### src/rtl/mips_pkg.sv
// Shared constants and types for the MIPS32 fetch front end.
// Latency: n/a (declarations only).
// Backpressure: n/a.
package mips_pkg;

   localparam logic [31:0] RESET_PC_DEF   = 32'h0000_0000;
   localparam logic [31:0] NOP_WORD_DEF   = 32'h0000_0000;
   localparam int unsigned IMEM_BYTES_DEF = 256;
   localparam logic [31:0] WORD_BYTES     = 32'd4;

   typedef enum logic {
      RUN  = 1'b0,
      HALT = 1'b1
   } fetch_state_t;

   // Clears the byte-offset bits so a fetch address is always word aligned.
   function automatic logic [31:0] word_align(input logic [31:0] addr);
      return {addr[31:2], 2'b00};
   endfunction

endpackage

### src/rtl/if_fetch_unit_if.sv
// Bundle between the fetch unit, instruction memory, hazard unit and ID stage.
// Latency: n/a (wires only); instruction is returned combinationally for pc.
// Backpressure: stall from the hazard unit freezes fetch; redirect flushes it.
// Ports: master = fetch unit (drives pc and IF/ID outputs), slave = environment.
interface if_fetch_unit_if;
   logic [31:0] pc;
   logic [31:0] instruction;
   logic        stall;
   logic        redirect;
   logic [31:0] redirect_target;
   logic [31:0] if_id_instr;
   logic [31:0] if_id_pc4;
   logic        if_id_valid;
   logic        halted;
   logic        misalign;

   modport master (
      output pc, if_id_instr, if_id_pc4, if_id_valid, halted, misalign,
      input  instruction, stall, redirect, redirect_target
   );

   modport slave (
      input  pc, if_id_instr, if_id_pc4, if_id_valid, halted, misalign,
      output instruction, stall, redirect, redirect_target
   );
endinterface

### src/rtl/if_fetch_unit_if_id_reg.sv
// IF/ID pipeline register: instruction word, its pc+4 and a valid flag.
// Latency: one edge from load to outputs.
// Backpressure: holds when neither load nor flush; flush beats load.
// Ports: clk, reset (sync, active-high), load/flush controls, instr_in/pc4_in data,
//        instr/pc4/valid registered outputs.
module if_id_reg #(
   parameter logic [31:0] NOP_WORD = 32'h0000_0000
) (
   input  logic        clk,
   input  logic        reset,
   input  logic        load,
   input  logic        flush,
   input  logic [31:0] instr_in,
   input  logic [31:0] pc4_in,
   output logic [31:0] instr,
   output logic [31:0] pc4,
   output logic        valid
);

   always_ff @(posedge clk) begin
      if (reset) begin
         instr <= NOP_WORD;
         pc4   <= 32'h0;
         valid <= 1'b0;
      end else if (flush) begin
         // pc4 is deliberately left alone: only the word and valid are squashed.
         instr <= NOP_WORD;
         valid <= 1'b0;
      end else if (load) begin
         instr <= instr_in;
         pc4   <= pc4_in;
         valid <= 1'b1;
      end
   end

endmodule

### src/rtl/if_fetch_unit.sv
// Instruction fetch: PC sequencing, redirect/stall/halt control, feeds IF/ID.
// Latency: word at pc appears on if_id_instr one edge later; pc is always registered.
// Backpressure: stall holds pc and IF/ID; redirect overrides stall; HALT ignores stall.
// Ports: clk, reset (sync, active-high), f = master side of if_fetch_unit_if.
module if_fetch_unit
   import mips_pkg::*;
#(
   parameter logic [31:0] RESET_PC   = RESET_PC_DEF,
   parameter int unsigned IMEM_BYTES = IMEM_BYTES_DEF,
   parameter logic [31:0] NOP_WORD   = NOP_WORD_DEF
) (
   input  logic            clk,
   input  logic            reset,
   if_fetch_unit_if.master f
);

   localparam logic [31:0] IMEM_LIMIT = 32'(IMEM_BYTES);

   fetch_state_t state_q, state_nxt;
   logic [31:0]  pc_q, pc_nxt;
   logic [31:0]  pc_plus4;
   logic         misalign_q;
   logic         ifid_load, ifid_flush;
   logic         out_of_window;
   logic [31:0]  ifid_instr, ifid_pc4;
   logic         ifid_valid;

   assign pc_plus4      = pc_q + WORD_BYTES;   // wraps modulo 2^32
   assign out_of_window = (pc_q >= IMEM_LIMIT);

   // State, pc and misalign registers.
   always_ff @(posedge clk) begin
      if (reset) begin
         state_q    <= RUN;
         pc_q       <= RESET_PC;
         misalign_q <= 1'b0;
      end else begin
         state_q    <= state_nxt;
         pc_q       <= pc_nxt;
         misalign_q <= f.redirect && (f.redirect_target[1:0] != 2'b00);
      end
   end

   // Next-state logic.
   always_comb begin
      state_nxt = state_q;
      unique case (state_q)
         RUN:     if (!f.redirect && !f.stall && out_of_window) state_nxt = HALT;
         HALT:    if (f.redirect) state_nxt = RUN;
         default: state_nxt = RUN;
      endcase
   end

   // Datapath controls: redirect > stall > (halt detect | advance).
   always_comb begin
      pc_nxt     = pc_q;
      ifid_load  = 1'b0;
      ifid_flush = 1'b0;
      if (f.redirect) begin
         pc_nxt     = word_align(f.redirect_target);
         ifid_flush = 1'b1;
      end else if (state_q == HALT) begin
         ifid_flush = 1'b1;
      end else if (f.stall) begin
         // hold everything
      end else if (out_of_window) begin
         // The out-of-window word is never allowed into IF/ID as valid.
         ifid_flush = 1'b1;
      end else begin
         pc_nxt    = pc_plus4;
         ifid_load = 1'b1;
      end
   end

   if_id_reg #(.NOP_WORD(NOP_WORD)) u_if_id_reg (
      .clk      (clk),
      .reset    (reset),
      .load     (ifid_load),
      .flush    (ifid_flush),
      .instr_in (f.instruction),
      .pc4_in   (pc_plus4),
      .instr    (ifid_instr),
      .pc4      (ifid_pc4),
      .valid    (ifid_valid)
   );

   assign f.pc          = pc_q;
   assign f.halted      = (state_q == HALT);
   assign f.misalign    = misalign_q;
   assign f.if_id_instr = ifid_instr;
   assign f.if_id_pc4   = ifid_pc4;
   assign f.if_id_valid = ifid_valid;

endmodule

### src/flat_wrapper.sv
// flat-port wrapper written by rule: the top's interface ports become plain ports
module if_fetch_unit_flat import mips_pkg::*;
#(
   parameter logic [31:0] RESET_PC   = RESET_PC_DEF,
   parameter int unsigned IMEM_BYTES = IMEM_BYTES_DEF,
   parameter logic [31:0] NOP_WORD   = NOP_WORD_DEF
)
  (clk, reset, f_pc, f_if_id_instr, f_if_id_pc4, f_if_id_valid, f_halted, f_misalign, f_instruction, f_stall, f_redirect, f_redirect_target);
  if_fetch_unit_if f_i ();
  input  logic clk;
  input  logic reset;
  output wire logic [$bits(f_i.pc)-1:0] f_pc;
  output wire logic [$bits(f_i.if_id_instr)-1:0] f_if_id_instr;
  output wire logic [$bits(f_i.if_id_pc4)-1:0] f_if_id_pc4;
  output wire logic [$bits(f_i.if_id_valid)-1:0] f_if_id_valid;
  output wire logic [$bits(f_i.halted)-1:0] f_halted;
  output wire logic [$bits(f_i.misalign)-1:0] f_misalign;
  input wire logic [$bits(f_i.instruction)-1:0] f_instruction;
  input wire logic [$bits(f_i.stall)-1:0] f_stall;
  input wire logic [$bits(f_i.redirect)-1:0] f_redirect;
  input wire logic [$bits(f_i.redirect_target)-1:0] f_redirect_target;
  assign f_pc = f_i.pc;
  assign f_if_id_instr = f_i.if_id_instr;
  assign f_if_id_pc4 = f_i.if_id_pc4;
  assign f_if_id_valid = f_i.if_id_valid;
  assign f_halted = f_i.halted;
  assign f_misalign = f_i.misalign;
  assign f_i.instruction = f_instruction;
  assign f_i.stall = f_stall;
  assign f_i.redirect = f_redirect;
  assign f_i.redirect_target = f_redirect_target;
  if_fetch_unit #(.RESET_PC(RESET_PC), .IMEM_BYTES(IMEM_BYTES), .NOP_WORD(NOP_WORD)) u_core (.clk(clk), .reset(reset), .f(f_i));
endmodule
### config.mk
export PLATFORM = sky130hd
export DESIGN_NAME = if_fetch_unit_flat
export DESIGN_NICKNAME = d
export VERILOG_FILES = /design/src/rtl/mips_pkg.sv /design/src/rtl/if_fetch_unit_if.sv /design/src/rtl/if_fetch_unit_if_id_reg.sv /design/src/rtl/if_fetch_unit.sv /design/src/flat_wrapper.sv
export SDC_FILE = /design/constraint.sdc
export NUM_CORES = 1
export LEC_CHECK = 0
export ABC_AREA = 1
export BUFFER_PORTS_ARGS = -buffer_cell sky130_fd_sc_hd__buf_2
export CAP_MARGIN = 0
export CELL_PAD_IN_SITES_DETAIL_PLACEMENT = 1
export CELL_PAD_IN_SITES_GLOBAL_PLACEMENT = 1
export CORE_UTILIZATION = 33
export DETAILED_ROUTE_END_ITERATION = 10
export GPL_TIMING_DRIVEN = 1
export HOLD_SLACK_MARGIN = 0.03
export PLACE_DENSITY_LB_ADDON = 0.1
export SLEW_MARGIN = 20
export SYNTH_ARGS = -nofsm -noshare
export SYNTH_HDL_FRONTEND = slang
export SYNTH_SLANG_ARGS = --single-unit
### constraint.sdc
create_clock -name clk -period 1.8 [get_ports clk]
set_input_delay 0.09 -clock clk [delete_from_list [all_inputs] [get_ports clk]]
set_output_delay 0.09 -clock clk [all_outputs]
set_load 0.05 [all_outputs]
# [Word level (Yosys, flattened, before mapping)]
# Cells that the tools add are included.
[word_totals] register_bits=99 input_bits=68 out_inout_bits=99 wordCells=42
[classes] addsub=1 order_cmp=1 eq_ne=3 muxes=15 bitwise=4 n_reduce_logical=11
[ops] operator="2-to-1 mux 32 bit" count=4
[ops] operator="adder 32 x 3 -> 32 bit (second input constant)" count=1
[ops] operator=">= comparator 32 x 9 -> 1 bit (second input constant)" count=1
[ops] operator="2-to-1 mux 1 bit" count=10
[ops] operator="AND reduction 3 bit" count=2
[ops] operator="!= test 2 bit (second input constant)" count=2
[ops] operator="inverter 1 bit" count=4
[ops] operator="OR reduction 2 bit" count=2
[ops] operator="logical AND 1 bit" count=3
[ops] operator="zero test 1 bit" count=2
[ops] operator="!= test 2 x 1 -> 1 bit (second input constant)" count=1
[ops] operator="case mux 1 bit (2 select lines)" count=1
[ops] operator="AND reduction 2 bit" count=1
[ops] operator="nonzero test 2 bit" count=1

# [Logic depth before layout (Yosys ltp)]
# Gate-level depths: netlist of run 1.
[logic_depth] ltp_word=7 mapped_depth=10 mapped_depth_nobuf=10

# [Hierarchy]
# From an unflattened synthesis of run 1, not the netlist that was laid out.
[hier_totals] cells_unflattened=665 hier_area_um2=4668.2
[by_module_without_submodules] module="if_id_reg" instances=1 cells_per_inst=350 area_each_um2=2528.7 seq_area_each_um2=1301.2
[by_module_without_submodules] module="if_fetch_unit" instances=1 cells_per_inst=315 area_each_um2=2139.6 seq_area_each_um2=640.6

# [Worst setup path after synthesis of run 1]
# Ideal clock, no wire load.
[synth_path] kind="register -> register" startpoint="reg u_core.pc_q[8] (netlist: u_core.f.pc[8])" endpoint="reg u_core.u_if_id_reg.instr[21]" arrival_time_ns=1.549 path_slack_ns=0.118 stages_incl_launch_ff=9 path_buffers=1 synth_period_minus_slack_ns=1.682 cell_sequence="dfxtp_1 -> nor2_1 -> nand3_1 -> inv_2 -> nand2_2 -> o22ai_2 -> nand2_2 -> clkbuf_1 -> a21oi_1"
[synth_via] elab_chain_len=6
[synth_rtl] item="start: declaration" line_no="if_fetch_unit.sv:20" source="logic [31:0] pc_q, pc_nxt;"
[synth_rtl] item="start signal: assignment" line_no="if_fetch_unit.sv:39" source="pc_q <= pc_nxt;"
[synth_rtl] item=">= comparator 32 x 9 -> 1 bit *" line_no="if_fetch_unit.sv:29" source="assign out_of_window = (pc_q >= IMEM_LIMIT);"
[synth_rtl] item="2-to-1 mux 1 bit" line_no="if_fetch_unit.sv:66" source="end else if (out_of_window) begin"
[synth_rtl] item="2-to-1 mux 1 bit" line_no="if_fetch_unit.sv:64" source="end else if (f.stall) begin"
[synth_rtl] item="2-to-1 mux 1 bit" line_no="if_fetch_unit.sv:62" source="end else if (state_q == HALT) begin"
[synth_rtl] item="2-to-1 mux 1 bit" line_no="if_fetch_unit.sv:59" source="if (f.redirect) begin"
[synth_rtl] item="OR reduction 2 bit (no source line)"
[synth_rtl] item="end signal: assignment" line_no="if_fetch_unit_if_id_reg.sv:30" source="instr <= instr_in;"
[synth_rtl] item="end: declaration" line_no="if_fetch_unit_if_id_reg.sv:15" source="output logic [31:0] instr,"
# Mark *: on every way between the ends. The rest lies on a longest branch, timed or not.
# A chain may end at the register's enable or synchronous reset.

# [Worst setup path after layout of run 1]
[layout_path] startpoint="reg u_core.pc_q[10] (netlist: u_core.f.pc[10])" endpoint="reg u_core.u_if_id_reg.instr[12]"
# Same word-level chain as after synthesis.

==> impl_metrics.yaml, run 1 <==
timing:
  hold_viol_final: 0
  min_period_ns: 1.52
  finalSetupTns_ns: 0
  slew_violations: 0
  fmax_mhz: 656
  setup_slack_ns: 0.276
  worst_hold_slack_ns: 0.0381
  clock_skew_ns: 0.00541
  layout_worst_path_cycle_share_pct: 84.7
  setup_viol: 0
  rsz0062_at_grt: "false"
layout:
  num_antenna_cells: 0
  instances_no_fill: 827
  nNetsFinal: 752
  areaGrowthSynthToFinish_pct: 45.7
  drive_above_1_share_pct: 29.4
  fillers: 1368
clocking:
  clk_pin_slew_ns: 0.07
  postCtsSetupRepairBufs: 0
  clock_path_buffers: 2
  cts_tree: "yes"
  root_buffer: "clkbuf_16"
  cts_resized: 0
  cts-htree-levels: 3
  insertion_delay_ns: 0.34
  numClockSinks: 95
  numCtsBuffers: 9
synth:
  ys_types: 27
  ys.flop_type: "dfxtp_1"
  synth_warnings: 0
  yosys-top-cells-area: "dfxtp_1 (50%), nand2_1 (13%), a21oi_1 (9.3%), nand4_1 (6.6%), nand3_1 (4.5%)"
  synth.avg_cell_area_um2: 7.74
  synth-edff-count: 0
  synth-async-reset-ratio_pct: 0
  yosysMostFrequentCell: "nand2_1"
  ys_seq_area_share_pct: 50.5
  yosys_register_bits: 95
  synth_common_cells: "nand2_1 (126), dfxtp_1 (95), a21oi_1 (70)"
  synth_largest_area_cell: "dfxtp_1"
  synth_area_mm2: 0.00377
  postSynthCellCount: 487
  synth_top_cell_area_share_pct: 50.5
worst_setup_path:
  slowest_delay_ns: 0.33
  worstPathBufferInverterCount: 2
  critPathArrivalTime_ns: 1.74
  cp-start-kind: "flop"
  cp_top_family: "simple AND/OR/NAND/NOR gates"
  path_class: "reg2reg"
  path_cells: "nor2_1 -> nand3_1 -> inv_2 -> nand2_2 -> nor2_8 -> nand3_4 -> buf_12 -> nand2_1 -> a21oi_1"
  crit_slowest_cell: "dfxtp_1"
  critPathMaxFanout: 63
  cp.required_ns: 2.02
  endpoint_kind: "flop"
outcome:
  outcome: "complete, no violations"
floorplanning:
  die-height_um: 109
  fp.dieW_um: 109
  start_util_pct: 34.3
  core_mm2: 0.0110
  boundaryPins: 167
  rows: 38
  die_area_mm2: 0.0119
placement:
  portBuffers: 162
  gp_congestion: 0.772
  hpwl_mm: 8.03
  dpl.cell_count: 763
  place_ws_ns: 0.289
routing:
  dr_total_vias: 3976
  drc: 0
  avgViaCountPerCell: 4.81
  drt-total-wl_mm: 11.9
  ant_nets: 0
  drt-initial-drc-count: 216
  wire_per_inst_um: 14.4
  drtPass1Iterations: 5
global_routing:
  grt_overflow_total: 0
  grt_pass1_wl_mm: 18.7
  grt_pass1_vias: 3860
  grt_antenna_before_repair: 0
  grt_max_degree: 64
  grt_usage_pct: 20.2
power_and_ir_drop:
  leakage_nw: 2.51
  totalPowerFinal_mw: 4.79
  peakVddDrop_mv: 0.392
  p_per_area_mw_per_mm2: 873
flow_run:
  max_cap_viol_count: 0
hold_path:
  hold_class: "in2reg"
## report_power, final
| group | switching, mW | total, mW | internal (mW) |
|---|---|---|---|
| sequential | 0.0350 | 2.18 | 2.14 |
| clock | 0.874 | 1.98 | 1.11 |
| combinational | 0.405 | 0.636 | 0.231 |
## stage by stage
step / cell area, um2 / utilization, %
6_report: 5490 / 50.0
5_1_grt: 5490 / 50.0
4_1_cts: 5490 / 50.0
3_5_place_dp: 4690 / 42.7
3_3_place_gp: 4690 / 42.7
2_1_floorplan: 3780 / -
## final timing paths
path	from	to	slack, ns	depth (start not counted)
hold / removal	f_instruction[16]	u_core.u_if_id_reg.instr[16]	0.04	3
hold reg to reg	u_core.u_if_id_reg.pc4[13]	u_core.u_if_id_reg.pc4[13]	0.44	2
setup / recovery	u_core.f.pc[10]	u_core.u_if_id_reg.instr[12]	0.28	9
setup reg to reg	u_core.f.pc[10]	u_core.u_if_id_reg.instr[12]	0.28	9
## logic make-up after synthesis
kind of cell | share of synthesized area (%)
simple gates | 30.3
xor+xnor | 0.465
buf+inv | 8.07
flops | 50.5
compound gates | 9.89
other cells | 0.0995
fa+ha+maj | 0.664
## per-layer routing
metal / up-vias / GRT usage, % / routed length, um
met5: - / 0 / 0
met4: 0 / 5.21 / 84
met3: 6 / 4.36 / 539
met2: 99 / 35.0 / 5790
met1: 1877 / 25.3 / 5510
li1: 1994 / - / -
## cells in the final DEF (no fill, tap or decap), types with 2 or more instances in the layout
cell	n
nand2_1	126
nor2_1	41
dlygate4sd3_1	48
clkinv_4	2
ha_1	2
dfxtp_1	95
clkbuf_16	9
buf_12	4
inv_1	17
nand3_1	34
nand2_2	2
nand4_1	40
o21ai_0	2
xor2_1	2
inv_2	2
a21oi_1	70
buf_4	10
conb_1	4
buf_2	162
nor3_1	2
## sequential cells by signal, indices dropped and copies added, names as in the netlist
name,count
u_core.f.halted,1
u_core.u_if_id_reg.valid,1
u_core.f.pc,30
u_core.u_if_id_reg.instr,32
u_core.f.misalign,1
u_core.u_if_id_reg.pc4,30
## tightest hold or removal path, delay by kind of cell
kind                   cells  cell delay [ns]
and+or+nand+nor            1             0.08
AOI/OAI and AO/OA          1             0.06
buffers and inverters      1             0.10
## final cells by class
| type | instances | area [um2] | area share [%] |
|---|---|---|---|
| Multi-Input combinational cell | 332 | 1570 | 28.7 |
| Sequential cell | 95 | 1900 | 34.6 |
| Tap cell | 140 | 175 | 3.19 |
| Inverter | 20 | 75.1 | 1.37 |
| Clock buffer | 9 | 225 | 4.10 |
| Timing Repair Buffer | 224 | 1450 | 26.4 |
| Clock inverter | 7 | 91.3 | 1.66 |
## repair_timing
item                                   in CTS  in global routing
endpoints found under the hold margin      47                  0
hold buffers                               48                  0
setup endpoints to repair                   0                  0
Power figures use the tool's default switching activity.
==> run 2, diff against run 1 <==
--- a/config.mk
+++ b/config.mk
@@ -10,7 +10,7 @@
 export CAP_MARGIN = 0
 export CELL_PAD_IN_SITES_DETAIL_PLACEMENT = 1
 export CELL_PAD_IN_SITES_GLOBAL_PLACEMENT = 1
-export CORE_UTILIZATION = 33
+export CORE_UTILIZATION = 29
 export DETAILED_ROUTE_END_ITERATION = 10
 export GPL_TIMING_DRIVEN = 1
 export HOLD_SLACK_MARGIN = 0.03
==> constraint.sdc (replaced) <==
create_clock -name clk -period 1.33 [get_ports clk]
set_input_delay 0.0665 -clock clk [delete_from_list [all_inputs] [get_ports clk]]
set_output_delay 0.0665 -clock clk [all_outputs]
set_load 0.05 [all_outputs]
==> impl_metrics.yaml, run 2 (synthesis gave the netlist of run 1 again) <==
layout:
  areaGrowthSynthToFinish_pct: 72.5
  fin_util_pct: 51.5
  instances_no_fill: 911
  top_register: "u_core.u_if_id_reg.instr"
  final_cell_mix: "buf_2 (162), nand2_1 (107), dfxtp_1 (65), dlygate4sd3_1 (57), a21oi_1 (50)"
  num_antenna_cells: 0
  drive_above_1_share_pct: 47.4
  nNetsFinal: 804
  final_common_cell: "buf_2"
  largest_register_ffs: 32
placement:
  gp_congestion: 0.746
  dpl.cell_count: 825
  portBuffers: 162
  hpwl_mm: 8.84
clocking:
  cts_tree: "yes"
  cts-htree-levels: 3
  clock_path_buffers: 2
  numCtsBuffers: 9
  numClockSinks: 95
  root_buffer: "clkbuf_16"
  insertion_delay_ns: 0.35
  clk_pin_slew_ns: 0.07
global_routing:
  grt_max_degree: 48
  grt_usage_pct: 21.3
  grt_overflow_total: 0
  grt_antenna_before_repair: 0
  grt_pass1_wl_mm: 22.0
  grt_pass1_vias: 4286
timing:
  fmax_mhz: 633
  layout_worst_path_cycle_share_pct: 119
  rsz0062_at_grt: "true"
  slew_violations: 0
  setup_slack_ns: -0.250
  setup_viol: 93
  clock_skew_ns: 0.00974
  hold_viol_final: 0
  min_period_ns: 1.58
hold_path:
  whs_path_depth: 5
  holdPathEnd: "u_core.f.pc[8]"
  hold_class: "in2reg"
  min_from: "f_redirect_target[8]"
routing:
  ant_nets: 0
  dr_total_vias: 4326
  drt-initial-drc-count: 205
  wire_per_inst_um: 16.5
  avgViaCountPerCell: 4.75
  drc: 0
  drtPass1Iterations: 4
  drt-total-wl_mm: 15.1
floorplanning:
  boundaryPins: 167
  rows: 41
  start_util_pct: 29.9
  die-height_um: 116
  core_mm2: 0.0126
  fp.dieW_um: 116
  die_area_mm2: 0.0135
worst_setup_path:
  endpoint_kind: "flop"
  path_class: "reg2reg"
  cp.required_ns: 1.57
  critPathArrivalTime_ns: 1.82
  reg2reg_slack_ns: -0.25
  cp-start-kind: "flop"
  timing.rr.start: "u_core.f.pc[10]"
  r2r-end: "u_core.u_if_id_reg.instr[25]"
  rr_worst_depth: 10
  critPathMaxFanout: 9
power_and_ir_drop:
  leakage_nw: 2.89
  p_per_area_mw_per_mm2: 1040
  peakVddDrop_mv: 0.540
flow_run:
  max_cap_viol_count: 0
outcome:
  outcome: "finished with violations"
  violations: "setup timing"
-- run 2: worst max-delay path: stages (launching register included) --
cell,delay (ns)
dfxtp_2,0.32
nor2_1,0.13
nand3_2,0.14
inv_2,0.07
nand2_2,0.09
nor2_8,0.17
nand3_4,0.08
buf_12,0.16
clkbuf_16,0.16
nand2_1,0.06
a21oi_1,0.07
-- run 2: worst max-delay path by stage --
stage               startpoint                      endpoint
6_report       u_core.f.pc[10]  u_core.u_if_id_reg.instr[25]
5_1_grt         u_core.f.pc[8]  u_core.u_if_id_reg.instr[12]
4_1_cts        u_core.f.pc[20]  u_core.u_if_id_reg.instr[10]
3_5_place_dp   u_core.f.pc[27]                u_core.f.pc[6]
3_3_place_gp   u_core.f.pc[27]  u_core.u_if_id_reg.instr[15]
2_1_floorplan  u_core.f.pc[27]     u_core.u_if_id_reg.pc4[2]
-- run 2: layout make-up --
| type | instances | area (um2) |
|---|---|---|
| clock buffer | 9 | 225 |
| clock inverter | 7 | 82.6 |
| fill | 1542 | 6120 |
| inverter | 20 | 75.1 |
| multi-input combinational | 332 | 1900 |
| sequential | 95 | 1970 |
| tap | 172 | 215 |
| timing repair buffer | 276 | 2030 |
-- run 2: stage by stage --
step | total power [mW] | hold slack [ns] | area (um2) | TNS, ns | setup WS (ns)
6_report | 6.74 | 0.0701 | 6500 | -16.13 | -0.250
5_1_grt | 7.01 | 0.0970 | 6500 | -23.70 | -0.317
4_1_cts | 6.75 | 0.0517 | 6190 | -11.53 | -0.199
3_5_place_dp | 3.84 | 0.320 | 5060 | -11.75 | -0.245
3_3_place_gp | 3.82 | 0.318 | 5060 | -8.49 | -0.116
2_1_floorplan | 3.52 | 0.199 | 3890 | -6.01 | -0.102
-- run 2: what timing repair did --
item                                    in CTS  in global routing
resized for setup                           59                 32
pin swaps                                   17                  7
endpoints found under the setup margin      93                 93
hold endpoints to repair                    56                  0
setup buffers                                0                  3
hold buffers                                57                  0
gates cloned                                 1                  9
-- run 2: power by group --
| part | switching (mW) | total (mW) | internal (mW) |
|---|---|---|---|
| combinational | 0.646 | 1.08 | 0.431 |
| sequential | 0.0434 | 2.93 | 2.89 |
| clock | 1.22 | 2.72 | 1.50 |
| total | 1.91 | 6.74 | 4.82 |
-- run 2: metal layers --
metal  share of wire, %  wire length (um)  GRT usage [%]
met5                  0                 0              0
met4                1.7               261           8.03
met3                4.3               651           3.50
met2                 51              7750           37.0
met1                 42              6400           26.3
